===== src/rtl/usbcdc_txbuf.sv =====
`default_nettype none
// ============================================================================
//  Module   : usbcdc_txbuf
//  Purpose  : Byte-wide console transmit buffer in front of the USB CDC bulk
//             IN endpoint. Holds bytes until a line terminator, a fill
//             threshold, a full FIFO or an idle timeout, then releases them in
//             a burst so the USB side can build full packets.
//  Revision : 1.0  initial release
// ============================================================================
module usbcdc_txbuf #(
    parameter int         DEPTH        = 64,
    parameter int         FLUSH_THRESH = 32,
    parameter int         IDLE_TIMEOUT = 48000,
    parameter logic [7:0] FLUSH_CHAR   = 8'h0A
) (
    input  logic                     clk48,
    input  logic                     rst_n,
    input  logic [7:0]               in_data,
    input  logic                     in_valid,
    output logic                     in_ready,
    output logic [7:0]               out_data,
    output logic                     out_valid,
    input  logic                     out_ready,
    output logic [$clog2(DEPTH):0]   level
);

    localparam int AW = $clog2(DEPTH);
    localparam int PW = AW + 1;
    localparam int TW = $clog2(IDLE_TIMEOUT + 1);

    localparam logic [PW-1:0] C_DEPTH  = PW'(DEPTH);
    localparam logic [PW-1:0] C_THRESH = PW'(FLUSH_THRESH);
    localparam logic [TW-1:0] C_TMAX   = TW'(IDLE_TIMEOUT);

    typedef enum logic [0:0] {
        ST_HOLD  = 1'b0,
        ST_DRAIN = 1'b1
    } state_t;

    state_t          state_q, state_d;
    logic [PW-1:0]   wr_ptr_q, wr_ptr_d;
    logic [PW-1:0]   rd_ptr_q, rd_ptr_d;
    logic [TW-1:0]   timer_q, timer_d;
    logic [7:0]      mem [DEPTH];

    logic            empty;
    logic            full;
    logic            push;
    logic            pop;
    logic [PW-1:0]   level_d;

    // FIFO status, handshakes and pointer advance; pointers carry one extra
    // wrap bit so full and empty are distinguishable.
    always_comb begin
        level     = wr_ptr_q - rd_ptr_q;
        empty     = (level == '0);
        full      = (level == C_DEPTH);
        in_ready  = rst_n & ~full;
        out_valid = (state_q == ST_DRAIN) & ~empty;
        out_data  = mem[rd_ptr_q[AW-1:0]];
        push      = in_valid & in_ready;
        pop       = out_valid & out_ready;
        wr_ptr_d  = wr_ptr_q + PW'(push);
        rd_ptr_d  = rd_ptr_q + PW'(pop);
        level_d   = wr_ptr_d - rd_ptr_d;
    end

    // Burst control: HOLD collects bytes, DRAIN presents them until empty.
    always_comb begin
        state_d = state_q;
        case (state_q)
            ST_HOLD: begin
                if ((push && (in_data == FLUSH_CHAR)) ||
                    (level_d >= C_THRESH) ||
                    full ||
                    ((timer_q == C_TMAX) && !empty)) begin
                    state_d = ST_DRAIN;
                end
            end
            ST_DRAIN: begin
                if (level_d == '0) begin
                    state_d = ST_HOLD;
                end
            end
            default: state_d = ST_HOLD;
        endcase
    end

    // Idle timer: runs only while data sits untouched in HOLD, saturating.
    always_comb begin
        timer_d = '0;
        if ((state_q == ST_HOLD) && !empty && !push) begin
            timer_d = (timer_q == C_TMAX) ? timer_q : timer_q + TW'(1);
        end
    end

    // Control state registers; reset discards all buffered bytes.
    always_ff @(posedge clk48 or negedge rst_n) begin
        if (!rst_n) begin
            state_q  <= ST_HOLD;
            wr_ptr_q <= '0;
            rd_ptr_q <= '0;
            timer_q  <= '0;
        end else begin
            state_q  <= state_d;
            wr_ptr_q <= wr_ptr_d;
            rd_ptr_q <= rd_ptr_d;
            timer_q  <= timer_d;
        end
    end

    // Byte storage; contents need no reset because pointers gate visibility.
    always_ff @(posedge clk48) begin
        if (push) begin
            mem[wr_ptr_q[AW-1:0]] <= in_data;
        end
    end

endmodule
`default_nettype wire


===== config.mk =====
export PLATFORM = sky130hd
export DESIGN_NAME = usbcdc_txbuf
export DESIGN_NICKNAME = d
export VERILOG_FILES = /design/src/rtl/usbcdc_txbuf.sv
export SDC_FILE = /design/constraint.sdc
export NUM_CORES = 1
export LEC_CHECK = 0
export BUFFER_PORTS_ARGS = -buffer_cell sky130_fd_sc_hd__clkbuf_2
export CORE_MARGIN = 5
export CORE_UTILIZATION = 30
export CTS_CLUSTER_DIAMETER = 120
export DETAILED_ROUTE_END_ITERATION = 7
export GPL_TIMING_DRIVEN = 0
export PLACE_DENSITY = 0.43
export SLEW_MARGIN = 10
export SYNTH_ARGS = -nofsm -noshare
export SYNTH_HDL_FRONTEND = slang
export SYNTH_SLANG_ARGS = --single-unit

===== constraint.sdc =====
create_clock -name clk48 -period 4.4 [get_ports clk48]
set_input_delay 0.88 -clock clk48 [delete_from_list [all_inputs] [get_ports clk48]]
set_output_delay 0.88 -clock clk48 [all_outputs]
set_load 0.01 [all_outputs]

==> run summary, run 1 <==
status: finished clean
CORE AREA: 0.0717 mm^2
Hold Violations, Final: 0
height of the die: 279 um
Max-Cap Viols: 0
Final #Nets: 1202
Critical Path RT: 3.52 ns
RSZ-0062 raised after global routing: true
final WL: 58000 um
critical path, cell by cell: clkbuf_4 -> buf_6 -> mux4_2 -> mux4_2 -> a22oi_1 -> nand2_1 -> clkbuf_2
clock buffer count from CTS: 59
CTS tree: yes
setup TNS: 0 ns
Synth top area share: 70.6%
P&R area growth vs syn: 17.9%
busiest layer in global routing: met2
M1 GR Usage: 21.3%
Fillers: 6661
Tightest Hold Check Type: in2async
critical path startpoint: rd_ptr_q[0]
met3 Track Usage GR: 3.00%
worst skew pair latency: 0.62 ns
Final setup viols: 0
global-route wire length before repair: 81700 um
Die Wd: 279 um
Detailed Routing Iterations Pass 1: 5
Crit-path slowest cell: mux4_2
clock slew at reported path FFs: 0.06 ns
initial antenna violation count: 3
Power Dens Cells: 650 mW/mm^2
final period utilization: 98.9%
Mapped Area: 0.0218 mm^2
row count: 98
Buffers on Ports: 28
synth unique cells: 52
P_leak: 0.00805 uW
async set or reset register ratio after synthesis: 5.71%
met2 Usage GRT: 22.4%
post-route ant nets: 0
Seq cells post-synth: 543
Tmin final: 4.35 ns
Achievable Freq: 230 MHz
CP top delay family: multiplexers
relative max-transition margin: 27.2%
average wire per standard cell: 26.8 um
# DRC: 0
Syn Area/Cell: 20.6 um^2
Synth Net Count: 1086
most frequent CP cell: mux4_2
Crit Path Class: reg2out
grt total ovfl: 0
Synth Warn #: 0
starting density of the core: 30.3%
CTS HTree Levels: 2
ys flop type: edfxtp_1
area of the multi-input gates: 0.00564 mm^2
CP Max Fanout: 10
vias in the first global route: 11000
largest area contributor in the netlist: edfxtp_1
Clk Tree Root Cell: clkbuf_16
Reg area: 0.0162 mm^2
Max stage delay on crit path: 0.55 ns
Via Count: 10800
largest net degree at the start of global routing: 66
Clock Skew: 0.0209 ns
I/O pins: 29
worst hold slack: 0.374 ns
clk buf depth: 3
Sink Count: 543
top post-synthesis cells by area: edfxtp_1 71%, mux4_2 17%, dfrtp_1 3.6%, nor2_1 1.7%, ha_1 1.0%
initial detailed-routing violation count: 883
cells after synthesis: 1055
slew at the pin closest to its max-slew limit: 1.09 ns
Reg-to-Reg Start: rd_ptr_q[2]
RD Place Congestion: 0.810
sequential share of the synthesized area: 74.2%
number of synthesized flops with an enable pin: 512
final slew viol count: 0
hpwl dp: 37000 um
die area: 0.0781 mm^2
Crit. End Element: primary output
peak supply drop: 0.000476 V
share of layout cells above drive strength 1: 33.9%
via density per instance: 4.97
CP Launch Type: register
buffer and inverter count on the worst path: 3
GRT Overall Usage: 14.6%
Worst Path Arrival: 3.47 ns
CTS Hold Buffers Added: 0
kinds of logic after synthesis:
kind of cell | Yosys count | share of synthesized area [%]
mux | 162 | 16.7
buf+inv | 66 | 1.38
simple gates | 193 | 4.13
flops | 543 | 74.2
fa+ha+maj | 19 | 1.13
compound gates | 42 | 1.32
xor+xnor | 30 | 1.21
placed cells by master (no fill, tap or decap), drive strengths merged, types with 2 or more instances in the layout:
master and instances:
a22oi 6, o22ai 11, nand2 23, mux4 160
or3 2, nor3 9, edfxtp 512, nand2b 7
nor2 96, a21o 2, buf 52, a31oi 2
o21ai 7, clkbuf 123, inv 25, nand3b 4
nand3 18, o2111ai 2, a21oi 4, clkinv 26
dfrtp 31, nor3b 2, ha 18, xor2 14
nor4bb 2, nand4 9, and3 5, xnor2 16
nor4 4, or3b 2, and2 6
worst paths after layout:
kind	to	slack, ns	cells past startpoint
worst max-delay path	out_data[6]	0.05	7
worst min-delay path	timer_q[10]	0.37	1
worst max register to register	state_q	0.06	17
worst min register to register	wr_ptr_q[6]	0.52	1
max in group asynchronous	rd_ptr_q[5]	3.39	1
min in group clk48	wr_ptr_q[6]	0.52	1
what timing repair did:
item | 4_1_cts | 5_1_grt
buffers inserted | 9 | 18
pin swaps | 5 | 12
gates resized for setup | 82 | 75
hold endpoints to repair | 0 | 0
setup endpoints to repair | 527 | 9
registers in the layout, indices dropped and copies added (netlist names):
signal    flops
rd_ptr_q      7
timer_q      16
wr_ptr_q      7
mem         512
state_q       1
synthesized netlist by cell type (11+ instances only):
cell type / count
clkbuf_1: 21
xnor2_1: 16
nand3_1: 18
edfxtp_1: 512
dfrtp_1: 31
ha_1: 18
buf_2: 12
mux4_2: 160
nand2_1: 23
xor2_1: 14
nor2_1: 96
o22ai_1: 11
inv_1: 20
layout make-up:
class | instances | share of cell area [%]
Multi-Input combinational cell | 446 | 22.0
Clock inverter | 32 | 0.697
Antenna cell | 1 | 0.00975
Buffer | 42 | 1.41
Inverter | 21 | 0.327
Timing Repair Buffer | 58 | 1.88
Clock buffer | 75 | 6.07
Sequential cell | 543 | 63.0
Tap cell | 950 | 4.63
metal layers:
metal  up-vias  wire length (um)
met4         0              1590
li1       4589                 -
met2       305             26500
met5         -                 0
met1      5783             26500
met3        89              3410
per-stage QoR:
step	area (um^2)	total power (uW)	cells	worst slack, ns	utilization, %
2_1_floorplan	21800	9420	1055	0.00191	-
3_3_place_gp	23100	11600	2033	-1.15	32.2
3_5_place_dp	23200	11600	2036	-1.18	32.3
4_1_cts	25300	16300	2150	-0.423	35.2
5_1_grt	25700	17400	2167	-0.102	35.8
6_report	25700	16700	2168	0.0497	35.8
where the power goes:
| part | internal, uW | total (uW) | switching (uW) |
|---|---|---|---|
| sequential | 5810 | 5930 | 128 |
| clock | 2540 | 4520 | 1980 |
| combinational | 2720 | 6240 | 3510 |
| total | 11100 | 16700 | 5620 |
(Power assumes the default switching activity.)
==> inputs of run 2 (changes only) <==
Settings changed: CORE_MARGIN 5 to not set.
==> run summary, run 2 (same netlist as run 1, synthesis figures left out) <==
Tightest Hold Check Type: in2async
starting density of the core: 30.4%
average wire per standard cell: 27.4 um
height of the die: 271 um
final slew viol count: 0
commonest non-fill, non-tap cell in the layout: edfxtp_1
critical path startpoint: rd_ptr_q[0]
Non-Filler Instances: 2164
clock slew at reported path FFs: 0.07 ns
row count: 98
CORE AREA: 0.0716 mm^2
Clk Tree Root Cell: clkbuf_16
share of layout cells above drive strength 1: 33.9%
Buffers on Ports: 28
slew at the pin closest to its max-slew limit: 1.22 ns
Hold Violations, Final: 0
hpwl dp: 37600 um
global-route wire length before repair: 83400 um
Via Count: 10800
most frequent cells in the layout: 512 x edfxtp_1, 160 x mux4_2, 61 x clkbuf_16
worst skew pair latency: 0.63 ns
setup TNS: 0 ns
CTS tree: yes
antenna diode count: 0
grt total ovfl: 0
clk buf depth: 3
via density per instance: 4.98
initial antenna violation count: 2
Detailed Routing Iterations Pass 1: 4
vias in the first global route: 10900
Max-Cap Viols: 0
relative max-transition margin: 18.3%
CTS HTree Levels: 2
Tmin final: 4.34 ns
Final #Nets: 1195
Final setup viols: 0
P_leak: 0.00807 uW
Achievable Freq: 230 MHz
Critical Path RT: 3.52 ns
Crit. End Element: primary output
final WL: 59300 um
CTS Hold Buffers Added: 0
CP Launch Type: register
# DRC: 0
die area: 0.0736 mm^2
Die Wd: 271 um
Worst Path Arrival: 3.46 ns
post-route ant nets: 0
clock buffer count from CTS: 60
Power Dens Cells: 664 mW/mm^2
largest net degree at the start of global routing: 66
status: finished clean
I/O pins: 29
Placed Cells incl. Taps: 2035
peak supply drop: 0.000333 V
CP Max Fanout: 10
Crit Path Class: reg2out
P&R area growth vs syn: 17.9%
Sink Count: 543
RD Place Congestion: 0.802
max FFs per register: 512
GRT Overall Usage: 16.1%
final period utilization: 98.7%
initial detailed-routing violation count: 887
Clock Skew: 0.0385 ns
Reg-to-Reg Start: rd_ptr_q[3]
run 2: worst max-delay path, cell delays in order (launching register included):
cell	delay, ns
dfrtp_2	0.49
buf_6	0.26
buf_6	0.24
mux4_2	0.58
mux4_2	0.54
a22oi_1	0.31
nand2_1	0.22
clkbuf_2	0.18
run 2: final cells by class:
| type | instances | area (um^2) |
|---|---|---|
| fill | 6739 | 45900 |
| sequential | 543 | 16200 |
| multi-input combinational | 446 | 5630 |
| clock buffer | 76 | 1580 |
| tap | 950 | 1190 |
| timing repair buffer | 50 | 368 |
| buffer | 42 | 343 |
| clock inverter | 36 | 310 |
| inverter | 21 | 81.3 |
run 2: final timing paths:
kind	cells past startpoint	slack, ns	to
worst min register to register	1	0.53	wr_ptr_q[6]
worst max register to register	9	0.08	mem[36][6]
min in group clk48	1	0.53	wr_ptr_q[6]
max in group asynchronous	1	3.41	rd_ptr_q[3]
worst min-delay path	1	0.37	wr_ptr_q[3]
worst max-delay path	7	0.06	out_data[6]
run 2: layer usage:
metal	global-route usage, %	vias up	wire length (um)
li1	-	4568	-
met1	23.2	5870	27900
met2	24.9	243	27300
met3	2.83	91	2680
met4	4.67	4	1450
met5	0	-	28
run 2: timing repair:
item                       in CTS  in global routing
setup endpoints to repair     526                193
buffers inserted               11                  9
pin swaps                       6                  6
resized for setup              99                 47
run 2: where the power goes:
part	internal (uW)	switching (uW)	total, uW
Clock	2830	2070	4900
Sequential	5800	119	5920
Combinational	2710	3520	6230
run 2: metrics by stage:
stage          instance area, um^2  utilization [%]  power, uW  worst slack, ns  hold WS, ns
2_1_floorplan                21800                -       9420          0.00191        0.491
3_3_place_gp                 23100             32.3      11600            -1.11        0.508
3_5_place_dp                 23200             32.4      11600            -1.16        0.514
4_1_cts                      25400             35.5      16900          -0.0716        0.375
5_1_grt                      25700             35.8      17700        -0.000538        0.426
6_report                     25700             35.8      17100           0.0569        0.369
==> inputs of run 3 (changes only) <==
Settings changed: ABC_AREA set to 1, CTS_CLUSTER_DIAMETER 120 to not set.
==> run summary, run 3 <==
buffer and inverter count on the worst path: 4
Switching Share: 41.4%
Tmin final: 4.33 ns
clk buf depth: 3
Crit-path slowest cell: dfrtp_2
Clk Tree Root Cell: clkbuf_16
CP Max Fanout: 10
CP Launch Type: register
Final #Nets: 1992
max FFs per register: 512
Crit. End Element: primary output
Tightest Hold Check Type: in2async
final WL: 77300 um
Synth top cells by count: 512 x edfxtp_1, 412 x nor2_1, 254 x o21ai_0, 133 x nand2_1, 75 x nand3_1
most frequent cells in the layout: 512 x edfxtp_1, 411 x nor2_1, 254 x o21ai_0
average wire per standard cell: 26.0 um
sequential share of the synthesized area: 71.4%
initial antenna violation count: 3
clock power share: 27.0%
cells after synthesis: 1859
Internal Power: 10700 uW
worst skew pair latency: 0.63 ns
Crit Path Class: reg2out
peak supply drop: 0.000519 V
most common cell in the netlist: edfxtp_1
GRT Overall Usage: 20.1%
initial detailed-routing violation count: 1669
Synth top area share: 68.0%
Reg power frac: 32.5%
Final setup viols: 0
Synth Warn #: 0
Seq cells post-synth: 543
Synth Net Count: 1890
# DRC: 0
xor/xnor share of the synthesized area: 0.852%
CTS tree: yes
height of the die: 277 um
Critical Path RT: 3.52 ns
die area: 0.0765 mm^2
Worst Path Arrival: 3.45 ns
ys flop type: edfxtp_1
post-route ant nets: 0
Die Wd: 277 um
grt total ovfl: 0
vias in the first global route: 15000
NetSw: 7590 uW
most frequent CP cell: o211ai_1
Clock Skew: 0.0194 ns
Final Cell Area: 0.0262 mm^2
Power Dens Cells: 699 mW/mm^2
Sink Count: 543
final slew viol count: 0
Detailed Routing Iterations Pass 1: 5
critical path, cell by cell: buf_4 -> buf_2 -> clkbuf_4 -> o21ai_0 -> o211ai_1 -> o211ai_1 -> nand4_1 -> nand3_1 -> nand2_1 -> clkbuf_2
CTS HTree Levels: 2
relative max-transition margin: 12.5%
worst hold slack: 0.384 ns
final period utilization: 98.3%
combinational family with the most area after synthesis: simple AND/OR/NAND/NOR gates
compound-cell area share of the yosys netlist: 10.3%
via density per instance: 5.17
CORE AREA: 0.0744 mm^2
CP top delay family: buffers and inverters
Gate power share: 40.4%
Mapped Area: 0.0226 mm^2
starting density of the core: 30.4%
share of layout cells above drive strength 1: 12.0%
top post-synthesis cells by area: edfxtp_1 68%, nor2_1 6.8%, o21ai_0 5.6%, dfrtp_1 3.4%, nand2_1 2.2%
async set or reset register ratio after synthesis: 5.71%
Simple-Gate Fraction of Synth Area: 12.8%
Adder-Cell Fraction of Synth Area: 1.08%
slew at the pin closest to its max-slew limit: 1.31 ns
hpwl dp: 52300 um
Post-DP Area: 0.0242 mm^2
largest net degree at the start of global routing: 66
clock buffer count from CTS: 58
number of synthesized flops with an enable pin: 512
P&R area growth vs syn: 16.1%
Max-Cap Viols: 0
Achievable Freq: 231 MHz
I/O pins: 29
Via Count: 15400
P_leak: 0.00880 uW
Hold Violations, Final: 0
clock slew at reported path FFs: 0.06 ns
largest area contributor in the netlist: edfxtp_1
multiplexer share of the synthesized area: 0%
row count: 100
Max stage delay on crit path: 0.46 ns
Syn Area/Cell: 12.2 um^2
synth unique cells: 40
global-route wire length before repair: 110000 um
antenna diode count: 0
Buffers on Ports: 28
commonest non-fill, non-tap cell in the layout: edfxtp_1
RD Place Congestion: 0.857
RSZ-0062 raised after global routing: true
status: finished clean
-- run 3: cell types whose count changed in the layout (fill, tap and decap cells not counted), moves of 54 or more --
cell      change
mux4_2      -160
nand2_1     +110
nand3_1      +58
nor2_1      +365
o211ai_1     +63
o21ai_0     +250
o22ai_1      +54
-- run 3: final cells by class --
| type | count | area (um^2) |
|---|---|---|
| fill | 7321 | 48200 |
| clock inverter | 31 | 278 |
| clock buffer | 76 | 1620 |
| tap | 969 | 1210 |
| multi-input combinational | 1145 | 5710 |
| sequential | 543 | 16200 |
| timing repair buffer | 44 | 410 |
| inverter | 67 | 274 |
| buffer | 102 | 579 |
-- run 3: worst reg2reg max path, cell delays in order (launching register included) --
cell and delay, ns:
dfrtp_1 0.40, inv_4 0.17, buf_4 0.28, ha_1 0.34, nand2_1 0.09, nand2_1 0.07
nand2_1 0.08, nand3_1 0.08, nand2_1 0.06, nand2_1 0.08, nand2_1 0.09, nor2_2 0.07
nor3b_2 0.17, ha_2 0.22, nand3_1 0.13, nor2_2 0.15, nand2_1 0.09, xor2_2 0.17
inv_1 0.07, ha_1 0.32, or2_2 0.29, xor2_1 0.17, or2_2 0.28, a21oi_1 0.13
nand2_1 0.06
-- run 3: power by group through the flow --
stage	combinational (uW)	clock, uW	sequential, uW
floorplan	4060	0	6000
global placement	7220	0	6070
detailed placement	7240	0	6070
CTS	7320	5020	5970
global route	7970	5190	5980
finish	7420	4950	5970
-- run 3: repair_timing --
item / 4_1_cts / 5_1_grt
hold buffers: 0 / 0
buffers inserted: 1 / 7
resized for setup: 31 / 26
endpoints found under the setup margin: 12 / 7
-- run 3: worst paths after layout --
check | startpoint | end | slack (ns) | depth (start not counted)
worst max-delay path | rd_ptr_q[1] | out_data[6] | 0.07 | 10
worst min-delay path | rst_n | timer_q[5] | 0.38 | 1
worst max register to register | rd_ptr_q[3] | state_q | 0.23 | 24
worst min register to register | wr_ptr_q[6] | wr_ptr_q[6] | 0.52 | 1
max in group asynchronous | rst_n | wr_ptr_q[0] | 3.37 | 1
min in group clk48 | in_data[1] | mem[12][1] | 0.52 | 1
-- run 3: through the flow --
step / power, uW / worst slack (ns) / TNS [ns] / util, % / std cells
4_1_cts: 18300 / -0.0861 / -0.0861 / 35.1 / 2970
5_1_grt: 19100 / -0.0937 / -0.127 / 35.3 / 2977
6_report: 18300 / 0.0740 / 0 / 35.3 / 2977
3_3_place_gp: 13300 / -0.625 / -0.625 / 32.2 / 2856
3_5_place_dp: 13300 / -0.660 / -0.660 / 32.5 / 2864
2_1_floorplan: 10100 / 0.424 / 0 / - / 1859
-- run 3: per-layer routing --
| metal | vias up | part of all wire (%) | wire length (um) | GRT usage (%) |
|---|---|---|---|---|
| li1 | 6933 | - | - | - |
| met1 | 7820 | 43 | 33600 | 27.1 |
| met2 | 509 | 47 | 36500 | 32.9 |
| met3 | 127 | 5.6 | 4360 | 2.40 |
| met4 | 0 | 3.7 | 2840 | 7.76 |
| met5 | - | 0 | 0 | 0 |
-- run 3: logic make-up (layout without fill, tap and decap cells) --
kind of cell,after synthesis,count (layout)
xor gates and xnor gates,22,22
buffers and inverters,171,320
DFF,543,543
and+or+nand+nor,686,686
AOI/OAI and AO/OA,418,418
adders and majority gates,19,19
